===== src/rtl/sound_sequencer_pkg.sv =====
// Shared definitions for the game sound sequencer: sequence IDs, the
// controller state type and the fixed-priority event picker.
package sound_sequencer_pkg;

   // Sequence IDs as presented on seq_sel; they double as pending-bit indices.
   localparam logic [1:0] SEQ_START = 2'd0;
   localparam logic [1:0] SEQ_SCORE = 2'd1;
   localparam logic [1:0] SEQ_HIGH  = 2'd2;
   localparam logic [1:0] SEQ_END   = 2'd3;

   typedef enum logic [1:0] {
      ST_IDLE = 2'd0,
      ST_PLAY = 2'd1,
      ST_GAP  = 2'd2
   } state_e;

   typedef struct packed {
      logic       valid;
      logic [1:0] id;
   } grant_t;

   // Highest-priority pending event: end > high score > start > score.
   function automatic grant_t prio_pick(input logic [3:0] pend);
      grant_t g;
      g.valid = 1'b1;
      if (pend[SEQ_END]) begin
         g.id = SEQ_END;
      end else if (pend[SEQ_HIGH]) begin
         g.id = SEQ_HIGH;
      end else if (pend[SEQ_START]) begin
         g.id = SEQ_START;
      end else if (pend[SEQ_SCORE]) begin
         g.id = SEQ_SCORE;
      end else begin
         g.valid = 1'b0;
         g.id    = SEQ_START;
      end
      return g;
   endfunction

   // One-hot pending-bit mask for a sequence ID.
   function automatic logic [3:0] seq_mask(input logic [1:0] id);
      return 4'(4'b0001 << id);
   endfunction

endpackage


===== src/rtl/sound_sequencer_prio_enc.sv =====
// sound_prio_enc: combinational priority encoder over the pending event bits.
module sound_prio_enc
   import sound_sequencer_pkg::*;
(
   input  logic [3:0] pend_i,
   output logic [1:0] grant_id_o,
   output logic       grant_valid_o
);

   grant_t pick_s;

   // Resolve which pending event wins this cycle.
   always_comb begin
      pick_s = prio_pick(pend_i);
   end

   assign grant_id_o    = pick_s.id;
   assign grant_valid_o = pick_s.valid;

endmodule


===== src/rtl/sound_sequencer.sv =====
// sound_sequencer: latches single-cycle sound event requests as sticky
// pending bits, grants them by priority and walks the tone generator through
// one note sequence per grant followed by a silent gap. An end request cuts
// short any other sequence that is playing or in its gap.
module sound_sequencer
   import sound_sequencer_pkg::*;
#(
   parameter int unsigned NOTE_TICKS = 32'd25_000_000,
   parameter int unsigned GAP_TICKS  = 32'd5_000_000,
   parameter int unsigned NUM_NOTES  = 32'd8
)(
   input  logic       clk,
   input  logic       rst_n,
   input  logic [3:0] req,
   input  logic       flush,
   output logic [1:0] seq_sel,
   output logic [2:0] note_idx,
   output logic       tone_en,
   output logic       note_strobe,
   output logic       busy,
   output logic       done,
   output logic       preempted
);

   // Terminal counts; GAP_LAST is unused when there is no gap.
   localparam logic [31:0] NOTE_LAST = 32'(NOTE_TICKS - 32'd1);
   localparam logic [31:0] GAP_LAST  = (GAP_TICKS == 32'd0) ? 32'd0 : 32'(GAP_TICKS - 32'd1);
   localparam logic [2:0]  IDX_LAST  = 3'(NUM_NOTES - 32'd1);
   localparam logic        HAS_GAP   = (GAP_TICKS != 32'd0);

   state_e      state_q, state_d;
   logic [3:0]  pend_q, pend_d;
   logic [31:0] cnt_q, cnt_d;
   logic [1:0]  sel_q, sel_d;
   logic [2:0]  idx_q, idx_d;
   logic        tone_en_q, busy_q, strobe_q, done_q, pre_q;
   logic        strobe_d, pre_d, done_d;

   logic [3:0]  grant_mask_s;
   logic [1:0]  grant_id_s;
   logic        grant_valid_s;
   logic        preempt_s;

   sound_prio_enc u_prio (
      .pend_i        (pend_q),
      .grant_id_o    (grant_id_s),
      .grant_valid_o (grant_valid_s)
   );

   // An end request cuts into any running non-end sequence, gap included.
   assign preempt_s = (state_q != ST_IDLE) && pend_q[SEQ_END] && (sel_q != SEQ_END);

   // Next-state and next-output computation for the sequencing controller.
   always_comb begin
      state_d      = state_q;
      cnt_d        = cnt_q;
      sel_d        = sel_q;
      idx_d        = idx_q;
      strobe_d     = 1'b0;
      pre_d        = 1'b0;
      grant_mask_s = 4'b0000;
      if (flush) begin
         state_d = ST_IDLE;
         cnt_d   = 32'd0;
         sel_d   = SEQ_START;
         idx_d   = 3'd0;
      end else if (preempt_s) begin
         state_d      = ST_PLAY;
         sel_d        = SEQ_END;
         idx_d        = 3'd0;
         cnt_d        = 32'd0;
         strobe_d     = 1'b1;
         pre_d        = (state_q == ST_PLAY);
         grant_mask_s = seq_mask(SEQ_END);
      end else begin
         case (state_q)
            ST_IDLE: begin
               if (grant_valid_s) begin
                  state_d      = ST_PLAY;
                  sel_d        = grant_id_s;
                  idx_d        = 3'd0;
                  cnt_d        = 32'd0;
                  strobe_d     = 1'b1;
                  grant_mask_s = seq_mask(grant_id_s);
               end else begin
                  state_d = ST_IDLE;
               end
            end
            ST_PLAY: begin
               if (cnt_q == NOTE_LAST) begin
                  cnt_d = 32'd0;
                  if (idx_q == IDX_LAST) begin
                     state_d = HAS_GAP ? ST_GAP : ST_IDLE;
                  end else begin
                     idx_d    = idx_q + 3'd1;
                     strobe_d = 1'b1;
                  end
               end else begin
                  cnt_d = cnt_q + 32'd1;
               end
            end
            ST_GAP: begin
               if (cnt_q == GAP_LAST) begin
                  state_d = ST_IDLE;
                  cnt_d   = 32'd0;
               end else begin
                  cnt_d = cnt_q + 32'd1;
               end
            end
            default: begin
               state_d = ST_IDLE;
               cnt_d   = 32'd0;
            end
         endcase
      end
      // Requests merge into the sticky bits; the bit being granted drops.
      if (flush) begin
         pend_d = 4'b0000;
      end else begin
         pend_d = (pend_q | req) & ~grant_mask_s;
      end
      // done is registered, so it is raised for the cycle whose counter
      // will sit on the final terminal count of the last note.
      done_d = (state_d == ST_PLAY) && (idx_d == IDX_LAST) && (cnt_d == NOTE_LAST);
   end

   // Controller state and registered outputs.
   always_ff @(posedge clk or negedge rst_n) begin
      if (!rst_n) begin
         state_q   <= ST_IDLE;
         pend_q    <= 4'b0000;
         cnt_q     <= 32'd0;
         sel_q     <= SEQ_START;
         idx_q     <= 3'd0;
         tone_en_q <= 1'b0;
         busy_q    <= 1'b0;
         strobe_q  <= 1'b0;
         done_q    <= 1'b0;
         pre_q     <= 1'b0;
      end else begin
         state_q   <= state_d;
         pend_q    <= pend_d;
         cnt_q     <= cnt_d;
         sel_q     <= sel_d;
         idx_q     <= idx_d;
         tone_en_q <= (state_d == ST_PLAY);
         busy_q    <= (state_d != ST_IDLE);
         strobe_q  <= strobe_d;
         done_q    <= done_d;
         pre_q     <= pre_d;
      end
   end

   assign seq_sel     = sel_q;
   assign note_idx    = idx_q;
   assign tone_en     = tone_en_q;
   assign busy        = busy_q;
   assign note_strobe = strobe_q;
   assign done        = done_q;
   assign preempted   = pre_q;

endmodule


===== config.mk =====
export PLATFORM = sky130hd
export DESIGN_NAME = sound_sequencer
export DESIGN_NICKNAME = d
export VERILOG_FILES = /design/src/rtl/sound_sequencer_pkg.sv /design/src/rtl/sound_sequencer_prio_enc.sv /design/src/rtl/sound_sequencer.sv
export SDC_FILE = /design/constraint.sdc
export NUM_CORES = 1
export LEC_CHECK = 0
export CORE_MARGIN = 10
export CORE_UTILIZATION = 60
export CTS_CLUSTER_SIZE = 24
export DETAILED_ROUTE_END_ITERATION = 10
export PLACE_DENSITY = 0.91
export SLEW_MARGIN = 20
export SYNTH_ARGS = -nofsm -noshare
export SYNTH_HDL_FRONTEND = slang
export SYNTH_SLANG_ARGS = --single-unit

===== constraint.sdc =====
create_clock -name clk -period 3.8 [get_ports clk]
set_clock_uncertainty 0.15 [all_clocks]
set_input_delay 0.76 -clock clk [delete_from_list [all_inputs] [get_ports clk]]
set_output_delay 0.76 -clock clk [all_outputs]
set_load 0.1 [all_outputs]

* After elaboration in Yosys (flattened, before gate mapping)
Index checks and enable logic that the tools add are counted.
** Word-level totals
- Bits in registers :: 48
- Bits in latches :: 0
- RAM bits :: 0
- Memory bits (read-only) :: 0
- Input port bits :: 7
- Output and inout port bits :: 10
- Memories :: 0
** Operators by class
- $add $sub $neg :: 2
- Multipliers :: 0
- Div/mod/pow operators :: 0
- Order comparisons :: 0
- Eq/ne operators :: 9
- Shift-type cells :: 1
- Muxes and demuxes :: 44
- Bitwise logic cells :: 3
- Reductions and logical operators :: 10
** Operators by type and width (count)
- 32-bit two-way mux :: 5
- 32-bit case mux with 3 select lines :: 1
- 32-bit by 25-bit == test with 1-bit output (second input constant) :: 2
- 32-bit by 1-bit adder with 32-bit output (second input constant) :: 1
- 32-bit by 23-bit == test with 1-bit output (second input constant) :: 1
- 2-bit two-way mux :: 12
- 4-bit two-way mux :: 5
- 3-bit two-way mux :: 5
- 1-bit two-way mux :: 13
- 3-bit == test (second input constant) :: 2
- 2-bit case mux with 3 select lines :: 1
- 3-bit case mux with 2 select lines :: 1
- 3-bit nonzero test :: 2
- 4-bit bitwise AND :: 1
- 2-bit by 1-bit == test with 1-bit output (second input constant) :: 2
- 1-bit logical AND :: 4
- 4-bit inverter :: 1
- 4-bit bitwise OR :: 1
- 2-bit nonzero test :: 2
- 1-bit by 2-bit left shift with 4-bit output (first input constant) :: 1
- 3-bit by 1-bit adder with 3-bit output (second input constant) :: 1
- 2-bit == test (second input constant) :: 1
- 2-bit zero test :: 1
- 2-bit inequality test (second input constant) :: 1
- other kinds (2) :: 2

* Longest topological paths before layout
Gate-level depths: netlist of run 1.
- Word-level depth :: 12
- Mapped depth :: 11

* Modules after synthesis
Synthesis of run 1 repeated with hierarchy kept, for this count alone.
** Unflattened totals
- Cells, all modules :: 390
- Area total of the unflattened synthesis :: 3219.3 µm²
** Modules (own cells, without submodules)
- sound_sequencer :: times used 1, cells an instance 386, area an instance 3193.1 µm², seq. area each 1201.2 µm²
- sound_prio_enc :: times used 1, cells an instance 4, area an instance 26.3 µm², seq. area each 0.0 µm²

* Worst setup path before layout of run 1
Ideal clock, no wire load.
- Path type :: reg2reg
- From :: reg sel_q[0] (netlist: seq_sel[0])
- To :: reg done_q (netlist: done)
- Arrival :: 2.711 ns
- Data required time :: 3.582 ns
- Setup slack :: 0.871 ns
- Stages on the path, launching flop included :: 10
- Cells stage by stage :: dfrtp_1 a21bo_2 o21bai_1 a21o_1 clkbuf_1 a2111oi_0 a221o_1 nand2b_4 nor4b_2 and4_1
** Between the ends
- Elaborated cells on any way between the ends :: 13
- Those cells by class :: eq/ne (4); mux (6); reduce/logical (3)
** RTL lines
- start, declared :: line sound_sequencer.sv:34 : logic [1:0] sel_q, sel_d;
- start signal, assigned :: line sound_sequencer.sv:144 : sel_q <= sel_d;
- 2-bit inequality test :: line sound_sequencer.sv:51 : assign preempt_s = (state_q != ST_IDLE) && pend_q[SEQ_END] && (sel_q != SEQ_END);
- 1-bit logical AND :: line sound_sequencer.sv:51
- 32-bit two-way mux :: line sound_sequencer.sv:67 : end else if (preempt_s) begin
- 32-bit two-way mux :: line sound_sequencer.sv:62 : if (flush) begin
- via cnt_d[28] :: line sound_sequencer.sv:33 : logic [31:0] cnt_q, cnt_d;
- 32-bit by 25-bit == test with 1-bit output :: line sound_sequencer.sv:124 : done_d = (state_d == ST_PLAY) && (idx_d == IDX_LAST) && (cnt_d == NOTE_LAST);
- 1-bit logical AND :: line sound_sequencer.sv:124
- via done_d :: line sound_sequencer.sv:37 : logic strobe_d, pre_d, done_d;
- end signal, assigned :: line sound_sequencer.sv:149 : done_q <= done_d;
- end, declared :: line sound_sequencer.sv:36 : logic tone_en_q, busy_q, strobe_q, done_q, pre_q;
The timed path passes the listed nets, and every way through them passes these cells.
A chain may end at the register's enable or synchronous reset.

* Final worst setup path of run 1
- From :: reg cnt_q[16]
- To :: reg done_q (netlist: done)
** Between the ends
- Word-level cells in the longest chain between the ends :: 8
- Elaborated cells on any way between the ends :: 23
- Those cells by class :: add/sub (1); eq/ne (5); mux (15); reduce/logical (2)
** Ends and longest elaborated chain
- start, declared :: line sound_sequencer.sv:33
- start signal, assigned :: line sound_sequencer.sv:143 : cnt_q <= cnt_d;
- parallel branches: the longest is 7 deep, another holds 32-bit by 1-bit adder with 32-bit output
- 1-bit logical AND (*) :: line sound_sequencer.sv:124
- via done_d :: line sound_sequencer.sv:37
Mark *: on every way through the listed nets, which the timed path passes.

==> results of run 1 <==
-- per-layer routing --
metal,vias up,global-route usage [%],share of wire (%)
met1,1481,30.5,41
met5,-,0,0
li1,1433,-,-
met3,42,4.96,13
met2,236,32.6,43
met4,0,8.86,3.6
-- worst max-delay path: cells and delay by family (launching register included) --
family	cells	cell delay, ns
and+or+nand+nor	6	1.74
DFF	1	0.55
buffers and inverters	2	0.49
AOI/OAI and AO/OA	2	0.48
-- through the flow --
step	util, %	setup WS (ns)	hold slack (ns)	std cells	total power [mW]
3_3_place_gp	66.3	0.496	0.369	445	0.804
5_1_grt	68.7	0.135	0.337	453	1.25
2_1_floorplan	-	0.871	0.314	376	0.730
3_5_place_dp	66.3	0.477	0.366	445	0.808
6_report	68.7	0.325	0.301	453	1.21
4_1_cts	68.7	0.457	0.384	453	1.20
-- cells by family (layout without fill, tap and decap cells) --
logic type / Yosys count / count (layout) / share of synthesized area, %
AO/OA/AOI/OAI: 104 / 104 / 21.6
buffers and inverters: 33 / 40 / 4.89
AND/OR/NAND/NOR: 180 / 180 / 33.2
flip-flops: 48 / 48 / 37.0
multiplexers: 4 / 4 / 1.23
adder cells (fa/ha/maj): 2 / 2 / 0.770
XOR/XNOR: 5 / 5 / 1.35
-- registers in the layout, indices dropped and copies added (netlist names) --
| name | flops |
|---|---|
| busy | 1 |
| tone_en | 1 |
| done | 1 |
| pend_q | 4 |
| state_q | 2 |
| preempted | 1 |
| cnt_q | 32 |
| seq_sel | 2 |
| note_idx | 3 |
| note_strobe | 1 |
-- placed cells by master, fill, tap and decap left out, drive strengths merged, types with 5 or more instances in the layout --
cell type and instances:
dfrtp 48, nor2 35, nand2 35, a21oi 33, o21ai 20, nor3 17, nor4 16, clkdlybuf4s50 15
nand3 14, nand4 13, buf 11, and3 9, a211oi 7, and4 6, or3 6, inv 6
a31oi 6, clkbuf 6, nand3b 5, a311oi 5, and2 5
-- power by group --
group	leakage (nW)	total [mW]	internal (mW)	switching (mW)
registers	0.657	0.548	0.526	0.0212
clock network	0.0614	0.402	0.215	0.187
logic	0.608	0.258	0.0692	0.189
total	1.33	1.21	0.811	0.397
-- final timing paths --
kind	start	end	cells after the start
hold / removal	rst_n	note_strobe$_DFF_PN0_	1
setup reg to reg	cnt_q[16]$_DFF_PN0_	done$_DFF_PN0_	10
min in group clk	pend_q[0]$_DFF_PN0_	pend_q[0]$_DFF_PN0_	1
setup / recovery	cnt_q[16]$_DFF_PN0_	done$_DFF_PN0_	10
hold reg to reg	pend_q[0]$_DFF_PN0_	pend_q[0]$_DFF_PN0_	1
max in group asynchronous	rst_n	cnt_q[23]$_DFF_PN0_	1
-- cell type report --
cell class	count	area [um^2]	share of cell area (%)
flip-flops and latches	48	1200	33.8
well taps	70	87.6	2.46
repair buffers	26	233	6.55
inverters	6	22.5	0.634
clock buffers	6	82.6	2.32
multi-input cells	295	1890	53.1
clock inverters	2	38.8	1.09
==> impl_metrics.ini, run 1 <==
[run_status]
status = complete, no violations

[pwr]
power_density_nw_per_um2 = 340
ir_drop_mv = 0.202
p_leak_nw = 1.33

[sta]
worst_slew_pin_slew_ns = 1.01
setup_viol = 0
fmax_mhz = 288
period_share_pct = 91.5
setup_tns_ns = 0
hold_viol_final = 0
rsz0062_at_grt = false
slew_viol_final = 0
post-route-min-period_ns = 3.48
relSlewSlack_pct = 32.7

[critical_path]
slowest_stage = dfrtp_1
r2r_slack_ns = 0.32
cp_max_fo = 14
worstPathCellList = nor4bb_1 > nand4_1 > o21ai_1 > buf_4 > and2_1 > buf_4 > nor2_1 > a21boi_0 > and4_1 > and4_1
crit_type = reg -> reg
cp.arrival_ns = 3.58
worstPathRequired_ns = 3.91
start_kind = flop
endpoint_kind = flop
slowest_delay_ns = 0.55

[routing]
drtIter0Drc = 637
totalWireLength_um = 9700
postRouteAntennaNets = 0
vias_per_cell = 7.05
drc = 0
num_vias = 3192
drt_pass1_iterations = 5
drt-wirelength-per-cell_um = 21.4

[clock_tree]
path_clk_slew_ns = 0.09
cts-root-buf = clkbuf_8
cts.sinks = 48
clkLatencyLatePin_ns = 0.32
htreeDepth = 2
numCtsBuffers = 5
post-cts-setup-buffers = 0
cts_buffer_depth = 2
postCtsHoldBufs = 0
cts_tree = yes
cts_resized = 0

[placed_design]
hpwlAfterDp_um = 6890
post_dp_cell_area_um2 = 3430
port_buffers = 16
place_congestion = 1.07

[cells_and_area]
nFillCells = 403
syn_to_final_growth_pct = 9.40
nets = 391
final_cell_area_um2 = 3550
layout-drive-gt1-share_pct = 9.92
diodes = 0

[die]
die_area_um2 = 8760
die_height_um = 93.6
placementRows = 26
ios = 17
core-area_um2 = 5170
die_w_um = 93.6
start_util_pct = 62.8

[global_route]
grt_start_max_net_pins = 49
grt_pass1_wl_um = 15400
grt.overflow.total = 0
globalRouteTotalUtil_pct = 22.1
grt_pass1_vias = 2885
antenna_found_initial = 0

[yosys]
syn_area_um2 = 3250
synth.most_common_cell = dfrtp_1
netlist_top_cells_count = 48 x dfrtp_1, 35 x nor2_1, 34 x nand2_1
ys_seq_elements = 48
syn_nets = 385
synthArstFlopShare_pct = 100
yosysTopAreaCellShare_pct = 37.0
synth_largest_area_cell = dfrtp_1
syn_inst = 376
ys_top_cells_by_area = dfrtp_1 37%, a21oi_1 4.9%, nor2_1 4.0%
ys.flop_type = dfrtp_1
synth.yosys.warnings = 0
synth_area_per_cell_um2 = 8.64
ys_types = 70
yosysSeqAreaShare_pct = 37.0
synth_edf_count = 0

[hold_path]
hold_class = in -> async

[job]
maxCapViolations = 0
No activity file was read; power rests on OpenSTA's default activity.
==> inputs of run 2 (changes only) <==
--- a/config.mk
+++ b/config.mk
@@ -5,7 +5,7 @@
 export SDC_FILE = /design/constraint.sdc
 export NUM_CORES = 1
 export LEC_CHECK = 0
-export CORE_MARGIN = 10
+export CORE_MARGIN = 2
 export CORE_UTILIZATION = 60
 export CTS_CLUSTER_SIZE = 24
 export DETAILED_ROUTE_END_ITERATION = 10
==> run 2 against run 1 <==
  * Register-to-register slack lost 0.096 ns
  * Non-clock buffer count stayed put
  * First-iteration DRC count fell by 28%
  * Highest routed layer unchanged
==> impl_metrics.ini, run 2 (synthesis gave the netlist of run 1 again) <==
[run_status]
status = complete, no violations

[sta]
post-route-min-period_ns = 3.57
slew_viol_final = 0
hold_viol_final = 0
worst_slew_pin_slew_ns = 0.981
period_share_pct = 94.0
setup_tns_ns = 0
fmax_mhz = 280
setup_ws_ns = 0.228
rsz0062_at_grt = false
setup_viol = 0
relSlewSlack_pct = 34.4

[routing]
vias_per_cell = 7.03
drc = 0
totalWireLength_um = 9320
postRouteAntennaNets = 0
num_vias = 3185
drtIter0Drc = 459
drt_pass1_iterations = 5
drt-wirelength-per-cell_um = 20.6

[die]
ios = 17
die_area_um2 = 6020
placementRows = 26
core-area_um2 = 5170
die_w_um = 77.6
start_util_pct = 62.8
die_height_um = 77.6

[clock_tree]
cts_buffer_depth = 2
cts-root-buf = clkbuf_8
numCtsBuffers = 5
clkLatencyLatePin_ns = 0.32
post-cts-setup-buffers = 0
htreeDepth = 2
cts_resized = 0
cts.sinks = 48
postCtsHoldBufs = 0
cts_tree = yes
path_clk_slew_ns = 0.10

[pwr]
p_leak_nw = 1.32
power_density_nw_per_um2 = 334
ir_drop_mv = 0.233

[cells_and_area]
largest_register_ffs = 32
layout-drive-gt1-share_pct = 9.92
postLayoutCoreUtil_pct = 68.6
diodes = 0
regMostFlops = cnt_q
final_common_cell = dfrtp_1
syn_to_final_growth_pct = 9.21
mostFrequentLayoutCells = 48 x dfrtp_1, 35 x nor2_1, 34 x nand2_1, 32 x a21oi_1, 18 x o21ai_0
nets = 391

[global_route]
grt.overflow.total = 0
grt-busiest-layer = met1
globalRouteTotalUtil_pct = 33.0
grt_start_max_net_pins = 49
use_met2_pct = 46.9
antenna_found_initial = 0
grt_pass1_vias = 2941
grt_use_met3_pct = 6.74
use_met1_pct = 48.4
grt_pass1_wl_um = 15500

[hold_path]
hold_class = in -> async

[critical_path]
worstPathRequired_ns = 3.89
worstPathCellList = nor4_1 > nand2_1 > nor2_1 > a22o_1 > o221ai_1 > nor4b_2 > and4_1
slowest_stage = nor4_1
start_kind = flop
cp_max_fo = 15
endpoint_kind = flop
cp.arrival_ns = 3.67
slowest_delay_ns = 0.60
worst-path-buf-inv = 0
crit_type = reg -> reg
cp_top_family = simple AND/OR/NAND/NOR gates

[placed_design]
place_congestion = 1.00
post-place-ws_ns = 0.362
port_buffers = 16
hpwlAfterDp_um = 6640

[job]
maxCapViolations = 0
==> run 2: worst paths after layout <==
path	startpoint	to	slack, ns	depth (start not counted)
worst max-delay path	state_q[0]$_DFF_PN0_	done$_DFF_PN0_	0.23	7
worst min-delay path	rst_n	note_strobe$_DFF_PN0_	0.29	1
worst max register to register	state_q[0]$_DFF_PN0_	done$_DFF_PN0_	0.23	7
worst min register to register	pend_q[0]$_DFF_PN0_	pend_q[0]$_DFF_PN0_	0.39	1
max in group asynchronous	rst_n	cnt_q[17]$_DFF_PN0_	2.80	1
min in group clk	pend_q[0]$_DFF_PN0_	pend_q[0]$_DFF_PN0_	0.39	1
==> run 2: power by group <==
part           leakage (nW)  switching, mW  internal [mW]
clock                0.0548          0.185          0.198
combinational         0.607          0.188         0.0676
sequential            0.657         0.0203          0.526
total                  1.32          0.393          0.792
==> run 2: metal layers <==
metal / routed length, um / vias to the layer above / part of all wire [%]
met5: 0 / - / 0
met4: 463 / 0 / 5.0
met3: 990 / 48 / 11
met2: 3840 / 216 / 41
met1: 4030 / 1487 / 43
li1: - / 1434 / -
==> run 2: metrics by stage <==
stage	cells	hold slack, ns	area [um^2]	total power [mW]
2_1_floorplan	376	0.314	3250	0.730
3_3_place_gp	445	0.370	3430	0.801
3_5_place_dp	445	0.383	3430	0.806
4_1_cts	453	0.398	3540	1.18
5_1_grt	453	0.340	3550	1.23
6_report	453	0.288	3550	1.19
==> run 2: worst register-to-register path: cells and delay by family (launching register included) <==
kind | cells | cell delay [ns]
AOI/OAI and AO/OA | 2 | 0.50
DFF | 1 | 0.55
and+or+nand+nor | 5 | 2.31
==> run 2: layout make-up <==
type / count / area, um^2
well taps: 70 / 87.6
repair buffers: 26 / 233
multi-input cells: 295 / 1890
flip-flops and latches: 48 / 1200
inverters: 6 / 22.5
fillers: 394 / 1630
clock buffers: 5 / 68.8
clock inverters: 3 / 46.3
